`src/rtl/data_mem_pkg.sv`:
```
// Shared definitions for the data memory arbiter.
//   DATA_W / ADDR_W : default data and address widths
//   DEFAULT_DEPTH   : default number of valid memory words
//   owner_e         : encoding of the last-owner tracking FSM
package data_mem_pkg;

  localparam int DATA_W        = 32;
  localparam int ADDR_W        = 32;
  localparam int DEFAULT_DEPTH = 100;

  typedef enum logic [1:0] {
    IDLE = 2'd0,
    OWN0 = 2'd1,
    OWN1 = 2'd2
  } owner_e;

endpackage

```
`src/rtl/arb_resp_reg.sv`:
```
// Registered response stage for one arbiter port.
// Captures memory read data on an in-range granted read and produces
// one-cycle rvalid / err pulses the cycle after the grant.
// Ports:
//   clk, reset        : clock, async active-high reset
//   gnt, we, in_range : grant, write flag and range result of this cycle
//   mem_rdata         : combinational read data from the memory
//   rdata, rvalid, err: registered response to the requester
module arb_resp_reg
  import data_mem_pkg::*;
#(
  parameter int DW = DATA_W
) (
  input  logic          clk,
  input  logic          reset,
  input  logic          gnt,
  input  logic          we,
  input  logic          in_range,
  input  logic [DW-1:0] mem_rdata,
  output logic [DW-1:0] rdata,
  output logic          rvalid,
  output logic          err
);

  logic [DW-1:0] rdata_q, rdata_d;
  logic          rvalid_q, rvalid_d;
  logic          err_q, err_d;
  logic          rd_hit;

  always_comb begin
    rd_hit   = gnt && !we && in_range;
    // rdata only moves on a successful read; errors leave it untouched.
    rdata_d  = rd_hit ? mem_rdata : rdata_q;
    rvalid_d = rd_hit;
    err_d    = gnt && !in_range;
  end

  always_ff @(posedge clk or posedge reset) begin
    if (reset) begin
      rdata_q  <= '0;
      rvalid_q <= 1'b0;
      err_q    <= 1'b0;
    end else begin
      rdata_q  <= rdata_d;
      rvalid_q <= rvalid_d;
      err_q    <= err_d;
    end
  end

  assign rdata  = rdata_q;
  assign rvalid = rvalid_q;
  assign err    = err_q;

endmodule

```
`src/rtl/data_mem_arbiter.sv`:
```
// Two-port arbiter for the single-ported data memory.
// Port 0 (CPU) has fixed priority; port 1 (loader) is forced through after
// MAX_WAIT consecutive denied cycles. Addresses >= DEPTH are rejected:
// writes are dropped and the port gets an err pulse.
// Handshake: a requester raises mX_req with addr/we/wdata stable and holds
// them until mX_gnt is seen high; mX_gnt is high for exactly one cycle and
// the access completes in that cycle. Read data / err come back one cycle
// later as a single-cycle mX_rvalid / mX_err pulse.
// Ports:
//   clk, reset                   : clock, async active-high reset
//   mX_req/we/addr/wdata         : requests from port X
//   mX_gnt                       : combinational grant to port X
//   mX_rdata/rvalid/err          : registered response to port X
//   mem_addr/wdata/we, mem_rdata : data memory pins
module data_mem_arbiter
  import data_mem_pkg::*;
#(
  parameter int DW       = DATA_W,
  parameter int AW       = ADDR_W,
  parameter int DEPTH    = DEFAULT_DEPTH,
  parameter int MAX_WAIT = 4
) (
  input  logic          clk,
  input  logic          reset,
  input  logic          m0_req,
  input  logic          m0_we,
  input  logic [AW-1:0] m0_addr,
  input  logic [DW-1:0] m0_wdata,
  output logic          m0_gnt,
  output logic [DW-1:0] m0_rdata,
  output logic          m0_rvalid,
  output logic          m0_err,
  input  logic          m1_req,
  input  logic          m1_we,
  input  logic [AW-1:0] m1_addr,
  input  logic [DW-1:0] m1_wdata,
  output logic          m1_gnt,
  output logic [DW-1:0] m1_rdata,
  output logic          m1_rvalid,
  output logic          m1_err,
  output logic [AW-1:0] mem_addr,
  output logic [DW-1:0] mem_wdata,
  output logic          mem_we,
  input  logic [DW-1:0] mem_rdata
);

  localparam int            WCW       = $clog2(MAX_WAIT + 1);
  localparam logic [WCW-1:0] WAIT_SAT = WCW'(MAX_WAIT);
  // One extra bit so DEPTH == 2**AW still compares correctly.
  localparam logic [AW:0]   DEPTH_EXT = (AW + 1)'(DEPTH);

  logic [WCW-1:0] wait_cnt_q, wait_cnt_d;
  owner_e         owner_q, owner_d;
  logic           force_m1;
  logic           sel_we;
  logic [AW-1:0]  sel_addr;
  logic [DW-1:0]  sel_wdata;
  logic           in_range;

  // Grant decision and memory pin mux.
  always_comb begin
    force_m1  = m1_req && (wait_cnt_q == WAIT_SAT);
    m1_gnt    = !reset && m1_req && (force_m1 || !m0_req);
    m0_gnt    = !reset && m0_req && !force_m1;
    sel_we    = 1'b0;
    sel_addr  = '0;
    sel_wdata = '0;
    if (m1_gnt) begin
      sel_we    = m1_we;
      sel_addr  = m1_addr;
      sel_wdata = m1_wdata;
    end else if (m0_gnt) begin
      sel_we    = m0_we;
      sel_addr  = m0_addr;
      sel_wdata = m0_wdata;
    end
    in_range  = ({1'b0, sel_addr} < DEPTH_EXT);
    mem_addr  = sel_addr;
    mem_wdata = sel_wdata;
    mem_we    = sel_we && in_range;
  end

  // Starvation counter for port 1: counts consecutive denied cycles.
  always_comb begin
    wait_cnt_d = wait_cnt_q;
    if (m1_gnt || !m1_req) begin
      wait_cnt_d = '0;
    end else if (wait_cnt_q != WAIT_SAT) begin
      wait_cnt_d = wait_cnt_q + 1'b1;
    end
  end

  // Last-owner FSM: records which port held the memory in the previous cycle.
  always_comb begin
    owner_d = IDLE;
    if (m0_gnt) begin
      owner_d = OWN0;
    end else if (m1_gnt) begin
      owner_d = OWN1;
    end
  end

  always_ff @(posedge clk or posedge reset) begin
    if (reset) begin
      wait_cnt_q <= '0;
      owner_q    <= IDLE;
    end else begin
      wait_cnt_q <= wait_cnt_d;
      owner_q    <= owner_d;
    end
  end

  arb_resp_reg #(.DW(DW)) u_resp0 (
    .clk       (clk),
    .reset     (reset),
    .gnt       (m0_gnt),
    .we        (m0_we),
    .in_range  (in_range),
    .mem_rdata (mem_rdata),
    .rdata     (m0_rdata),
    .rvalid    (m0_rvalid),
    .err       (m0_err)
  );

  arb_resp_reg #(.DW(DW)) u_resp1 (
    .clk       (clk),
    .reset     (reset),
    .gnt       (m1_gnt),
    .we        (m1_we),
    .in_range  (in_range),
    .mem_rdata (mem_rdata),
    .rdata     (m1_rdata),
    .rvalid    (m1_rvalid),
    .err       (m1_err)
  );

  a_one_hot_gnt : assert property (@(posedge clk) disable iff (reset)
    !(m0_gnt && m1_gnt));
  a_owner0 : assert property (@(posedge clk) disable iff (reset)
    m0_gnt |=> (owner_q == OWN0));
  a_owner1 : assert property (@(posedge clk) disable iff (reset)
    m1_gnt |=> (owner_q == OWN1));

endmodule

```
`config.mk`:
```
export PLATFORM = sky130hd
export DESIGN_NAME = data_mem_arbiter
export DESIGN_NICKNAME = d
export VERILOG_FILES = /design/src/rtl/data_mem_pkg.sv /design/src/rtl/arb_resp_reg.sv /design/src/rtl/data_mem_arbiter.sv
export SDC_FILE = /design/constraint.sdc
export NUM_CORES = 1
export LEC_CHECK = 0
export BUFFER_PORTS_ARGS = -buffer_cell sky130_fd_sc_hd__clkbuf_2
export CAP_MARGIN = 10
export CORE_AREA = 5 5 114 116
export CTS_CLUSTER_DIAMETER = 30
export DETAILED_ROUTE_END_ITERATION = 8
export DIE_AREA = 0 0 119 121
export PLACE_DENSITY = 0.66
export SLEW_MARGIN = 5
export SYNTH_ARGS = -nofsm -noshare
export SYNTH_HDL_FRONTEND = slang
export SYNTH_SLANG_ARGS = --single-unit
```
`constraint.sdc`:
```
create_clock -name clk -period 3.86 [get_ports clk]
set_input_delay 0.579 -clock clk [delete_from_list [all_inputs] [get_ports clk]]
set_output_delay 0.579 -clock clk [all_outputs]
set_load 0.01 [all_outputs]
```
Word-level counts from Yosys, hierarchy flattened:

Index checks and enable logic that the tools add are counted.

* $add $sub $neg: 1
* $mul: 0
* div/mod/pow operators: 0
* magnitude comparators: 1
* equal/unequal tests: 2
* shift operators: 0
* muxes and demuxes: 8
* bitwise gates (word level): 0
* reductions and logical operators: 22

Operators by type and width (number)
* $mux W32: 4
* $lt A32 B7 Y1 const B: 1
* $logic_and A1 B1 Y1: 12
* $logic_not A1 Y1: 7
* $mux W3: 2
* $add A3 B1 Y3 const B: 1
* $eq A3 B3 Y1 const B: 1
* $ne A3 B3 Y1 const B: 1
* $logic_or A1 B1 Y1: 2
* $mux W1: 2
* $reduce_bool A2 Y1: 1

* bits in registers: 71
* bits in latches: 0
* memory bits (writable): 0
* bits in read-only memories: 0
* bits of input ports: 166
* word-level logic and storage cells: 41
* memories: 0

Longest topological paths before layout:

* depth after elaboration: 9
* gate-level depth with buffers: 8
* mapped depth without buffers: 7

Hierarchy:

A second synthesis with hierarchy kept.

* cells, all modules: 275
* area, all modules: 3826.2 um2

Modules (own cells, without submodules)
* arb_resp_reg: times used 2, cells an instance 73, area an instance 1387.6 um2, seq. area each 850.8 um2
* data_mem_arbiter: times used 1, cells an instance 129, area an instance 1051.0 um2, seq. area each 75.1 um2

Least setup slack after synthesis:

OpenSTA, ideal clock, no wires.

* path kind: register to output
* start point: reg wait_cnt_q[0]
* end point: out mem_addr[11]
* data arrival time: 1.846 ns
* required time: 3.281 ns
* setup slack: 1.435 ns
* cell stages (with the launch flop): 8
* path buffers: 2
* path through: dfrtp_1 > inv_1 > ha_1 > nand2_1 > a21oi_4 > clkbuf_1 > buf_1 > a22o_1

* longest elaborated chain between the ends: 6

RTL lines
* start, declared: line data_mem_arbiter.sv:52 `logic [WCW-1:0] wait_cnt_q, wait_cnt_d;`
* start signal, assigned: line data_mem_arbiter.sv:108 `wait_cnt_q <= wait_cnt_d;`
* $eq A3 B3 Y1 (*): line data_mem_arbiter.sv:62 `force_m1 = m1_req && (wait_cnt_q == WAIT_SAT);`
* $logic_and A1 B1 Y1 (*): line data_mem_arbiter.sv:62
* $logic_not A1 Y1: line data_mem_arbiter.sv:64 `m0_gnt = !reset && m0_req && !force_m1;`
* $logic_and A1 B1 Y1: line data_mem_arbiter.sv:64
* $mux W32: line data_mem_arbiter.sv:72 `end else if (m0_gnt) begin`
* $mux W32 (*): line data_mem_arbiter.sv:68 `if (m1_gnt) begin`
* end, declared: line data_mem_arbiter.sv:41 `output logic [AW-1:0] mem_addr,`

Mark *: on every way between the ends. The rest lies on a longest branch, timed or not.

Final worst setup path:

* start point: reg wait_cnt_q[0]
* end point: out mem_addr[0]

The elaborated chain is that of the path after synthesis.

==> results.toml <==
[placed_design]
gp_congestion = 0.931
port_buffers = 300
hpwlAfterDp_mm = 11.2

[timing]
setup-tns-final_ns = 0
maxSlewViolCount = 0
relSlewSlack_pct = 48.4
timing.hold.ws_ns = 0.462
fmax_ghz = 0.320
period_share_pct = 80.9
skew_ns = 0.00712
finalSetupViolCount = 0
hold_viol_final = 0
rsz0062_at_grt = "no"
max_slew.worst_pin.slew_ns = 0.773
finalWorstPathRequiredPeriod_ns = 3.12

[setup_path]
critPathMaxStageDelay_ns = 0.50
path_cells = "inv_1 > ha_1 > and3_2 > nor2_4 > buf_4 > a22o_1 > clkbuf_2"
critPathCaptureType = "output port"
critical-path-slowest-cell = "buf_4"
setup.worst_path.start_class = "flop"
worstPathRequired_ns = 3.28
path_class = "reg -> out"
cp.arrival_ns = 2.55
crit_path_max_fanout = 50

[grt]
grt-ovfl-total = 0
globalRouteTotalUtil_pct = 18.1
grt_pass1_vias = 3786
antenna_found_initial = 0
grt_pass1_wl_mm = 20.8
grt_max_degree = 52

[synth]
yosys.area.top_type = "dfrtp_1"
synth_top_area_share_pct = 48.8
synth_cell_types = 33
syn_area_sq_um = 3640
syn_inst = 282
synth.area.top_cells = "dfrtp_1 (49%), mux2_2 (17%), a22o_1 (15%), mux2_4 (3.7%), buf_6 (1.9%)"
avgSynthCellArea_sq_um = 12.9
synth_seq_cells = 71
syn-num-nets = 450
yosys_warnings = 0
seq_area_frac_synth_pct = 48.8

[clocking]
cts_tree = "done"
clockRootBuffer = "clkbuf_16"
hold_buffers = 0
clk_latency_ns = 0.33
cts_setup_buffers = 0
cts_buffer_depth = 2
cts_num_sinks = 71
htreeDepth = 3
cts_resized = 0
cts-buffers-inserted = 9
clk_pin_slew_ns = 0.05

[cells_and_area]
fin_nets = 744
multi_input_area_sq_um = 1730
syn2layout_area_growth_pct = 52.6
n_antenna_cell = 0
nFillCells = 1115
drive_gt1_share_pct = 67.3
ff_latch_area_sq_um = 1780

[floorplan]
core-area_sq_um = 11800
rows = 40
initial_core_util_pct = 30.8
die_area_sq_um = 14400
die_h_um = 121
die_w_um = 119
ios = 301

[detailed_routing]
viasPerCell = 4.96
detail-route-antenna-nets = 0
drc = 0
drt-initial-drc-count = 223
dr.pass1.iters = 4
routedWlPerCell_um = 18.5
vias = 3610
wl_mm = 13.4

[worst_hold_path]
hold_class = "in -> async"

[power]
vdd_drop_max_uv = 218
leakagePower_nw = 2.97
power_density_nw_per_um2 = 464

[run_status]
status = "finished clean"

[flow_run]
maxCapViolCount = 0
metal layers:
layer	global-route usage, %	wire length, um	vias to the layer above
met4	7.68	448	0
met1	21.4	5210	1701
li1	-	-	1690
met3	7.65	1360	27
met5	0	0	-
met2	29.0	6430	192
report_power, final:
group          switching, mW  internal [mW]  leakage (nW)  total [mW]
combinational          0.352          0.376          1.96       0.728
clock                  0.288          0.553         0.149       0.841
sequential            0.0922          0.914         0.862        1.01
critical path, delay by kind of cell (launching register included):
family	cells	cell delay, ns
flip-flops	1	0.39
adder cells (fa/ha/maj)	1	0.25
AND/OR/NAND/NOR	2	0.60
AO/OA/AOI/OAI	1	0.24
buffers and inverters	3	0.71
cells by family (layout without fill, tap and decap cells):
group                    Yosys count  after routing  synth area share [%]
flip-flops                        71             71                  48.8
AND/OR/NAND/NOR                   44             44                  7.49
multiplexers                      64             64                  20.7
buffers and inverters             24            323                  3.78
adder cells (fa/ha/maj)            2              2                 0.687
AO/OA/AOI/OAI                     77             77                  18.5
final timing paths:
| kind | to | cells after the start | from | slack, ns |
|---|---|---|---|---|
| max in group asynchronous | u_resp1.rdata[23]$_DFFE_PP0P_ | 3 | reset | 2.46 |
| min in group clk | u_resp1.rvalid$_DFF_PP0_ | 2 | m1_we | 0.47 |
| hold reg to reg | u_resp0.rdata[6]$_DFFE_PP0P_ | 1 | u_resp0.rdata[6]$_DFFE_PP0P_ | 0.50 |
| setup reg to reg | u_resp0.rdata[29]$_DFFE_PP0P_ | 7 | wait_cnt_q[0]$_DFFE_PP0P_ | 1.06 |
| hold / removal | u_resp0.err$_DFF_PP0_ | 2 | reset | 0.46 |
| setup / recovery | mem_addr[0] | 7 | wait_cnt_q[0]$_DFFE_PP0P_ | 0.74 |
flip-flops by register name, indices dropped and copies added, names as in the netlist:
name	flops
u_resp0.rdata	32
wait_cnt_q	3
u_resp1.rdata	32
u_resp0.err	1
u_resp0.rvalid	1
u_resp1.rvalid	1
u_resp1.err	1
cells in the mapped netlist:
library cell and n:
buf_2 2, a31oi_1 1, nand2_1 5, nand3_1 3
a21oi_4 1, mux2_4 9, nand4b_4 1, nor2_1 5
o21ai_0 3, nand4_4 1, and3_2 1, nand4_1 4
a21boi_0 1, o21ai_2 2, and2_1 2, nor3_1 8
a22o_1 63, o22ai_4 1, buf_1 3, inv_1 4
clkbuf_1 9, dfrtp_1 71, nor4b_1 1, a22o_2 1
o211ai_1 1, a211oi_1 2, ha_1 2, and3_1 1
nor4_1 10, nand2b_1 2, mux2_2 55, a22oi_1 1
buf_6 6
metrics by stage:
step	instance area [sq um]	util (%)	power (mW)	std cells	setup WS [ns]
6_report	5560	47.1	2.58	728	0.736
5_1_grt	5560	47.1	2.72	728	0.579
4_1_cts	5560	47.1	2.62	728	0.734
3_5_place_dp	5250	44.4	1.76	712	0.999
3_3_place_gp	5250	44.4	1.74	712	1.07
2_1_floorplan	3640	-	1.37	282	1.43
layout by cell type, fill, tap and decap left out, types with 2 or more instances in the layout:
cell type	instances
nand2_1	5
clkbuf_8	3
ha_1	2
a211oi_1	2
nor2_1	4
dfrtp_1	71
nor4_1	10
mux2_2	55
nand3_1	3
a22o_1	63
nand4_1	4
nor3_1	8
inv_1	3
clkbuf_2	300
nand2b_1	2
o21ai_0	3
and2_1	2
mux2_4	9
o21ai_2	2
buf_4	2
clkbuf_1	2
clkbuf_16	9
area by class of cell:
cell class | count | area share, %
inverter | 4 | 0.270
tap | 147 | 3.31
sequential | 71 | 32.0
multi-input combinational | 187 | 31.2
clock buffer | 14 | 4.93
clock inverter | 2 | 0.675
timing repair buffer | 303 | 27.6
(Power assumes the default switching activity.)
